`src/rtl/hamming_pkg.sv`:
```
// Shared types and helpers for the Hamming frame encoder.
// The Hamming helpers work on fixed maximum widths (26 data bits, 32 code
// bits) so a single package serves every legal DATA_W; callers slice the
// result down to their own codeword width.
package hamming_pkg;

    typedef enum logic [1:0] {
        IDLE   = 2'd0,
        LOAD   = 2'd1,
        ENCODE = 2'd2,
        DRAIN  = 2'd3
    } state_t;

    localparam int MAX_DATA_W = 26;
    localparam int MAX_CODE_W = 32;

    // Smallest P with 2^P >= data_w + P + 1.
    function automatic int parity_count(input int data_w);
        int p;
        p = 1;
        for (int i = 0; i < 5; i++) begin
            if ((1 << p) < data_w + p + 1) begin
                p = p + 1;
            end
        end
        return p;
    endfunction

    // Data bits go to non-power-of-two positions in ascending order; the
    // parity bit at position 2^k is even parity over positions with bit k set.
    // Bit (pos-1) of the result holds Hamming position pos.
    function automatic logic [MAX_CODE_W-1:0] hamming_encode(
        input logic [MAX_DATA_W-1:0] data,
        input int                    data_w
    );
        logic [MAX_CODE_W-1:0] code;
        logic                  par;
        int                    j;
        int                    code_w;
        code   = '0;
        j      = 0;
        code_w = data_w + parity_count(data_w);
        for (int pos = 1; pos <= MAX_CODE_W; pos++) begin
            if (pos <= code_w && (pos & (pos - 1)) != 0) begin
                code[5'(pos - 1)] = data[5'(j)];
                j = j + 1;
            end
        end
        for (int k = 0; k < 5; k++) begin
            par = 1'b0;
            for (int pos = 1; pos <= MAX_CODE_W; pos++) begin
                if (pos <= code_w && ((pos >> k) & 1) == 1) begin
                    par = par ^ code[5'(pos - 1)];
                end
            end
            if ((1 << k) <= code_w) begin
                code[5'((1 << k) - 1)] = par;
            end
        end
        return code;
    endfunction

endpackage

```
`src/rtl/hamming_frame_encoder_key_gen.sv`:
```
// Ping-pong key generator: counts up from min to max and back down,
// reversing at each end. Bounds are captured on load so the sequence is
// immune to changes on min/max while a frame is being encoded.
module ping_pong_key_gen #(
    parameter int KEY_W = 4
) (
    input  logic             clk,
    input  logic             rst_n,
    input  logic             load,
    input  logic             step,
    input  logic [KEY_W-1:0] min,
    input  logic [KEY_W-1:0] max,
    output logic [KEY_W-1:0] key
);

    logic [KEY_W-1:0] min_q;
    logic [KEY_W-1:0] max_q;
    logic             dir_up;

    // Key and direction update; a degenerate range pins the key to min.
    always_ff @(posedge clk or negedge rst_n) begin
        if (!rst_n) begin
            key    <= '0;
            min_q  <= '0;
            max_q  <= '0;
            dir_up <= 1'b1;
        end else if (load) begin
            key    <= min;
            min_q  <= min;
            max_q  <= max;
            dir_up <= 1'b1;
        end else if (step) begin
            if (min_q >= max_q) begin
                key <= min_q;
            end else if (dir_up) begin
                if (key >= max_q) begin
                    key    <= key - KEY_W'(1);
                    dir_up <= 1'b0;
                end else begin
                    key <= key + KEY_W'(1);
                end
            end else begin
                if (key <= min_q) begin
                    key    <= key + KEY_W'(1);
                    dir_up <= 1'b1;
                end else begin
                    key <= key - KEY_W'(1);
                end
            end
        end
    end

endmodule

```
`src/rtl/hamming_frame_encoder.sv`:
```
// Frame-buffered Hamming encoder: collects up to DEPTH words, adds a
// ping-pong key to each, Hamming-encodes in place and streams the result.
// Optional macro SECDED_PARITY_EN appends an overall parity bit as the MSB.
//
// state  | meaning
// IDLE   | waiting for first word of a frame
// LOAD   | accepting further words into the buffer
// ENCODE | one buffered word keyed and encoded per cycle
// DRAIN  | streaming codewords out, honouring out_ready
module hamming_frame_encoder
    import hamming_pkg::*;
#(
    parameter int DATA_W = 8,
    parameter int DEPTH  = 8,
    parameter int KEY_W  = 4,
    localparam int CODE_W = DATA_W + parity_count(DATA_W),
`ifdef SECDED_PARITY_EN
    localparam int OUT_W  = CODE_W + 1
`else
    localparam int OUT_W  = CODE_W
`endif
) (
    input  logic              clk,
    input  logic              rst_n,
    input  logic [KEY_W-1:0]  key_max,
    input  logic [KEY_W-1:0]  key_min,
    input  logic              in_valid,
    output logic              in_ready,
    input  logic [DATA_W-1:0] in_data,
    input  logic              in_last,
    output logic              out_valid,
    input  logic              out_ready,
    output logic [OUT_W-1:0]  out_data,
    output logic              out_last,
    output logic              busy
);

    localparam int AW = $clog2(DEPTH);
    localparam int CW = AW + 1;

    state_t                state;
    state_t                state_nxt;
    logic [CW-1:0]         count;
    logic [AW-1:0]         idx;
    logic [AW-1:0]         rd;
    logic [OUT_W-1:0]      frame_mem [DEPTH];
    logic [KEY_W-1:0]      key;
    logic                  key_load;
    logic                  key_step;
    logic                  in_hs;
    logic                  enc_done;
    logic                  drain_last;
    logic [DATA_W-1:0]     sum;
    logic [MAX_CODE_W-1:0] enc_full;
    logic [OUT_W-1:0]      enc_word;
    logic                  unused_enc;

    assign in_hs      = in_valid & in_ready;
    assign enc_done   = ({1'b0, idx} == count - 1'b1);
    assign drain_last = ({1'b0, rd} == count - 1'b1);

    ping_pong_key_gen #(.KEY_W(KEY_W)) u_key_gen (
        .clk   (clk),
        .rst_n (rst_n),
        .load  (key_load),
        .step  (key_step),
        .min   (key_min),
        .max   (key_max),
        .key   (key)
    );

    // State register.
    always_ff @(posedge clk or negedge rst_n) begin
        if (!rst_n) begin
            state <= IDLE;
        end else begin
            state <= state_nxt;
        end
    end

    // Next-state and handshake/key control.
    always_comb begin
        state_nxt = state;
        in_ready  = 1'b0;
        key_load  = 1'b0;
        key_step  = 1'b0;
        case (state)
            IDLE: begin
                in_ready = 1'b1;
                if (in_valid) begin
                    if (in_last) begin
                        state_nxt = ENCODE;
                        key_load  = 1'b1;
                    end else begin
                        state_nxt = LOAD;
                    end
                end
            end
            LOAD: begin
                in_ready = 1'b1;
                if (in_valid && (in_last || count == CW'(DEPTH - 1))) begin
                    state_nxt = ENCODE;
                    key_load  = 1'b1;
                end
            end
            ENCODE: begin
                key_step = 1'b1;
                if (enc_done) begin
                    state_nxt = DRAIN;
                end
            end
            DRAIN: begin
                if (out_ready && drain_last) begin
                    state_nxt = IDLE;
                end
            end
            default: state_nxt = IDLE;
        endcase
    end

    // Word count, encode index and read pointer.
    always_ff @(posedge clk or negedge rst_n) begin
        if (!rst_n) begin
            count <= '0;
            idx   <= '0;
            rd    <= '0;
        end else begin
            case (state)
                IDLE: begin
                    idx <= '0;
                    rd  <= '0;
                    if (in_hs) begin
                        count <= CW'(1);
                    end
                end
                LOAD: begin
                    if (in_hs) begin
                        count <= count + 1'b1;
                    end
                end
                ENCODE: begin
                    idx <= enc_done ? '0 : idx + 1'b1;
                end
                DRAIN: begin
                    if (out_ready) begin
                        if (drain_last) begin
                            count <= '0;
                            rd    <= '0;
                        end else begin
                            rd <= rd + 1'b1;
                        end
                    end
                end
                default: begin
                    count <= '0;
                end
            endcase
        end
    end

    // Keyed sum and its codeword for the word currently being encoded.
    always_comb begin
        sum      = frame_mem[idx][DATA_W-1:0] + DATA_W'(key);
        enc_full = hamming_encode(MAX_DATA_W'(sum), DATA_W);
`ifdef SECDED_PARITY_EN
        enc_word = {^enc_full[CODE_W-1:0], enc_full[CODE_W-1:0]};
`else
        enc_word = enc_full[CODE_W-1:0];
`endif
    end

    assign unused_enc = ^enc_full[MAX_CODE_W-1:CODE_W];

    // Frame buffer: raw words on load, codewords written back in place.
    always_ff @(posedge clk) begin
        if (state == IDLE && in_hs) begin
            frame_mem[0] <= OUT_W'(in_data);
        end else if (state == LOAD && in_hs) begin
            frame_mem[count[AW-1:0]] <= OUT_W'(in_data);
        end else if (state == ENCODE) begin
            frame_mem[idx] <= enc_word;
        end
    end

    assign out_valid = (state == DRAIN);
    assign out_data  = (state == DRAIN) ? frame_mem[rd] : '0;
    assign out_last  = (state == DRAIN) && drain_last;
    assign busy      = (state != IDLE);

endmodule

```
`config.mk`:
```
export PLATFORM = sky130hd
export DESIGN_NAME = hamming_frame_encoder
export DESIGN_NICKNAME = d
export VERILOG_FILES = /design/src/rtl/hamming_pkg.sv /design/src/rtl/hamming_frame_encoder_key_gen.sv /design/src/rtl/hamming_frame_encoder.sv
export SDC_FILE = /design/constraint.sdc
export NUM_CORES = 1
export LEC_CHECK = 0
export ABC_AREA = 1
export CAP_MARGIN = 20
export CORE_MARGIN = 4
export CORE_UTILIZATION = 30
export DETAILED_ROUTE_END_ITERATION = 10
export PLACE_DENSITY = 0.55
export SYNTH_ARGS = -nofsm -noshare
export SYNTH_HDL_FRONTEND = slang
export SYNTH_SLANG_ARGS = --single-unit
```
`constraint.sdc`:
```
create_clock -name clk -period 4.4 [get_ports clk]
set_input_delay 0.66 -clock clk [delete_from_list [all_inputs] [get_ports clk]]
set_output_delay 0.66 -clock clk [all_outputs]
set_load 0.01 [all_outputs]
```
[After elaboration in Yosys (flattened, before gate mapping)]
Memory sizes are Yosys's and may differ from the RTL's.
Cells that the tools add are included.
Cells by class
  add/sub/neg operators: 7
  order comparisons: 3
  eq/ne operators: 15
  mux-type cells: 49
  bitwise operators: 15
  reductions and logical operators: 19
Operator list (count)
  two-way mux 4 bit: 10
  two-way mux 12 bit: 3
  OR reduction 12 bit: 2
  two-way mux 1 bit: 21
  two-way mux 3 bit: 5
  bitwise XOR 1 bit: 14
  inequality test 2 bit, second input constant: 6
  case mux 3 bit (2 select lines): 2
  case mux 4 bit (3 select lines): 1
  two-way mux 2 bit: 5
  adder 4 x 1 -> 4 bit, second input constant: 2
  adder 8 x 4 -> 8 bit: 1
  equality test 3 x 4 -> 1 bit: 2
  greater-or-equal comparator 4 bit: 2
  case mux 2 bit (4 select lines): 1
  nonzero test 2 bit: 4
  subtractor 4 x 1 -> 4 bit, second input constant: 2
  adder 3 x 1 -> 3 bit, second input constant: 2
  inequality test 2 x 1 -> 1 bit, second input constant: 3
  logical AND 1 bit: 5
  AND reduction 5 bit: 1
  equality test 2 bit, second input constant: 2
  equality test 4 x 3 -> 1 bit, second input constant: 1
  less-or-equal comparator 4 bit: 1
  other kinds (9): 10
Word-level totals
  bits in registers: 25
  bits in writable memories: 96
  input bits: 21
  logic and storage cells: 117
  memories: 1
Memory list
  frame_mem: words 8, bits a word 12, rd ports 2, clocked after memory_dff 0, wr ports 1, line hamming_frame_encoder.sv:46  | logic [OUT_W-1:0] frame_mem [DEPTH];

[Depth between registers and ports, before layout]
  word-level depth: 11
  mapped depth: 24

[Cells and area by module]
A second synthesis with hierarchy kept.
Unflattened totals
  cell total of the unflattened synthesis: 784
  area, all modules: 6972.9 µm²
By module, submodules not included
  hamming_frame_encoder: instances 1, cells an instance 652, area each 5953.2 µm², seq. area each 3183.1 µm²
  ping_pong_key_gen: instances 1, cells an instance 132, area each 1019.7 µm², seq. area each 326.6 µm²

[Least setup slack after synthesis]
Ideal clock, no wire load.
  path type: register to register
  start: register idx[0]
  end: memory frame_mem[0][1] in the netlist's numbering (data pin)
  arrival time: 2.975 ns
  data required time: 4.126 ns
  path slack: 1.151 ns
  stages on the path, launching flop included: 23
  buffers on the path: 5
  clock period less this slack: 3.249 ns
  path through: dfrtp_1 > buf_6 > buf_12 > buf_8 > buf_2 > buf_2 > o211ai_1 > a31oi_1 > ha_1 > inv_1 > fa_1 > inv_1 > nand2_1 > nand2_1 > a21oi_1 > nor2_4 > nand2_1 > nand2_2 > nand2_2 > nor2_1 > nand2_1 > o21ai_1 > nor2_1
On the way
  longest elaborated chain between the ends: 7
Ends and longest elaborated chain
  from (decl): line hamming_frame_encoder.sv:44  | logic [AW-1:0] idx;
  from (signal assigned): line hamming_frame_encoder.sv:142  | idx <= enc_done ? '0 : idx + 1'b1;
  memory (8 x 12 bit) *
  adder 8 x 4 -> 8 bit *: line hamming_frame_encoder.sv:163  | sum = frame_mem[idx][DATA_W-1:0] + DATA_W'(key);
  bitwise XOR 1 bit (3 in series): line hamming_pkg.sv:53  | par = par ^ code[5'(pos - 1)];
  bitwise XOR 1 bit *: line hamming_pkg.sv:53
  two-way mux 12 bit (no line) *
  to (decl): line hamming_frame_encoder.sv:46
Every way passes the cells marked *; elsewhere a longest branch is shown, timed or not.

[Worst setup path in the final report]
  start: register rd[0]
  end: output out_data[0]
On the way
  longest elaborated chain between the ends: 2
Ends and longest elaborated chain
  from (decl): line hamming_frame_encoder.sv:45  | logic [AW-1:0] rd;
  from (signal assigned): line hamming_frame_encoder.sv:150  | rd <= rd + 1'b1;
  memory (8 x 12 bit)
  two-way mux 12 bit: line hamming_frame_encoder.sv:186  | assign out_data = (state == DRAIN) ? frame_mem[rd] : '0;
  to (decl): line hamming_frame_encoder.sv:33  | output logic [OUT_W-1:0] out_data,
Every way passes these cells.

==> reports/metrics.cfg <==
[hold_path]
hp-class = in -> async

[die]
die_area_sq_um = 25400
die_h_microns = 159
start_util_pct = 30.5
io_pins = 37
die_w_microns = 159
rows = 55
coreArea_sq_um = 22600

[global_route]
antenna_found_initial = 0
track_usage_pct = 14.9
first_global_vias = 5244
grt_pass1_wl_microns = 29600
overflow = 0
grt_max_degree = 39

[drt]
drtAntennaViolNets = 0
viasPerCell = 4.87
drtIter0Drc = 579
post_drt_wl_per_cell_microns = 16.6
drc = 0
dr.pass1.iters = 6
vias = 5429
wl_microns = 18500

[setup_path]
cpPeakStageDelay_ns = 0.60
path_buf_inv = 2
cp_cell_sequence = inv_2 -> nor2_1 -> o21ai_0 -> o21ai_0 -> a31oi_1 -> clkdlybuf4s50_1
start_kind = register
crit_type = reg -> out
critPathMaxFanout = 38
cp_slowest_cell = dfrtp_2
cp-end-kind = output pin
path_delay_family = buffers and inverters
required_ns = 3.74
crit_path_frequent_cell = o21ai_0
arrival_ns = 2.91

[sta]
timing_hold_violations_final = 0
rsz0062_at_grt = no
finalWorstSetupSlack_ns = 0.833
slew_viol_final = 0
finalSetupTns_ns = 0
final-setup-viol-count = 0
period_minus_slack_ns = 3.57
finClkSkew_ns = 0.0116
slew_headroom_pct = 37.9
fmax_ghz = 0.280
min_period_over_period_pct = 81.1
worst_pin_slew_ns = 0.930

[clock_network]
clockRootBuffer = clkbuf_16
cts_num_sinks = 121
tritoncts = built
cts_resized = 0
cts_setup_buffers = 0
cts_hold_buffers = 0
clockBufferDepth = 2
numCtsBuffers = 17
htree_levels = 4
insertion_delay_ns = 0.43
path_clk_slew_ns = 0.05

[place]
dp_cells = 1081
dpl.hpwl_microns = 12300
gp_congestion = 0.873
port_buffers = 36
place_ws_ns = 0.931

[final_layout]
diodes = 0
regArea_sq_um = 3510
drive_gt1_share_pct = 9.89
area_growth_pct = 18.2
fillers = 2293
layout.nets = 864
fin_cells = 1114
multi_input_area_sq_um = 2800

[synthesis]
ys_ff_latch = 121
postSynthAreaPerCell_sq_um = 8.86
yosysWarnings = 0
syn_inst = 776
yosysUniqueCellTypes = 39
syn_nets = 824
ys_seq_area_share_pct = 51.0
synthesis.area_sq_um = 6880

[run]
maxCapViolations = 0

[run_status]
status = complete, no violations

path summary, 6_finish.rpt:
check,start,endpoint,slack (ns),cells past startpoint
worst max-delay path,rd[0],out_data[0],0.83,6
worst min-delay path,rst_n,idx[1],0.48,1
worst max register to register,idx[0],frame_mem[5][1],0.99,20
worst min register to register,u_key_gen.max_q[0],u_key_gen.max_q[0],0.52,2
max in group asynchronous,rst_n,u_key_gen.dir_up,3.28,3
min in group clk,u_key_gen.max_q[0],u_key_gen.max_q[0],0.52,2
cell families after synthesis:
| group | after synthesis | synth area share [%] |
|---|---|---|
| compound gates | 206 | 16.0 |
| xor+xnor | 19 | 2.75 |
| fa+ha+maj | 27 | 5.02 |
| buf+inv | 130 | 8.24 |
| flops | 121 | 51.0 |
| simple gates | 273 | 16.9 |
metrics by stage:
| step | utilization [%] | instance area [sq um] | hold WS (ns) |
|---|---|---|---|
| after floorplan | - | 6880 | 0.364 |
| after global placement | 33.4 | 7530 | 0.516 |
| after detailed placement | 33.4 | 7530 | 0.512 |
| after CTS | 35.9 | 8100 | 0.525 |
| after global routing | 36.0 | 8130 | 0.477 |
| final | 36.0 | 8130 | 0.479 |
worst register-to-register path: cells and delay by family, from the launching register on:
kind	cells	cell delay, ns
and+or+nand+nor	10	1.15
adders and majority gates	2	0.61
AOI/OAI and AO/OA	5	0.57
DFF	1	0.42
buffers and inverters	3	0.41
layer usage:
layer	vias up	global-route usage [%]	share of wire, %
met3	18	2.54	4.3
met2	149	24.9	48
met5	-	0	0
li1	2715	-	-
met4	0	4.97	1.6
met1	2547	19.9	46
state kept, by name, indices dropped and copies added (netlist names):
register / flops
rd: 3
count: 4
state: 2
u_key_gen.max_q: 4
u_key_gen.dir_up: 1
frame_mem: 96
idx: 3
u_key_gen.key: 4
u_key_gen.min_q: 4
placed cells by master (no fill, tap or decap), drive strengths merged:
cell | synthesis | final
a31oi | 15 | 15
bufinv | 0 | 1
nor2 | 71 | 71
ha | 26 | 26
clkbuf | 22 | 17
dfstp | 1 | 1
fa | 1 | 1
nand3 | 39 | 39
xor2 | 8 | 8
o22ai | 10 | 10
or2 | 1 | 1
clkinv | 2 | 9
nor3 | 2 | 2
o211ai | 11 | 11
nand4 | 2 | 2
inv | 91 | 98
a21oi | 52 | 52
dfrtp | 24 | 24
xnor2 | 11 | 11
nand2 | 158 | 158
edfxtp | 96 | 96
o32a | 1 | 1
o21ai | 117 | 117
buf | 15 | 22
clkdlybuf4s50 | 0 | 36
synthesized netlist by cell type:
library cell  count  area [sq um]
clkinv_1          2          7.51
clkbuf_2          1          5.00
buf_2             7          35.0
o32a_1            1          10.0
o21ai_0         106           531
o22ai_1          10          62.6
nand4_1           1          6.26
xnor2_1          10          87.6
buf_4             1          7.51
a31oi_1          15          93.8
nand4_2           1          12.5
buf_8             1          15.0
buf_12            1          20.0
nand2_4           2          22.5
nand2_2           9          56.3
dfrtp_1          24           601
inv_2             4          15.0
fa_1              1          20.0
nand3_2           4          40.0
o21ai_2           1          8.76
o211ai_1         11          82.6
dfstp_2           1          26.3
xor2_1            6          52.6
ha_1             26           325
nor2_1           69           259
buf_6             5          56.3
a21oi_1          51           255
xor2_2            2          32.5
nor3_1            2          10.0
nand2_1         147           552
edfxtp_1         96          2880
o21ai_1          10          50.1
or2_2             1          6.26
nand3_1          35           175
clkbuf_1         21          78.8
inv_1            87           327
nor2_4            2          22.5
a21oi_2           1          8.76
xnor2_2           1          16.3
final cells by class:
type                            instances  share of cell area [%]
Clock inverter                         15                    1.71
Clock buffer                           17                    5.24
Multi-Input combinational cell        525                    34.4
Tap cell                              285                    4.39
Sequential cell                       121                    43.2
Inverter                               93                    4.30
Timing Repair Buffer                   58                    6.71
Power is left out: the tool's default activity adds up to more than one toggle a clock period on the data nets, which glitch-free logic cannot reach.
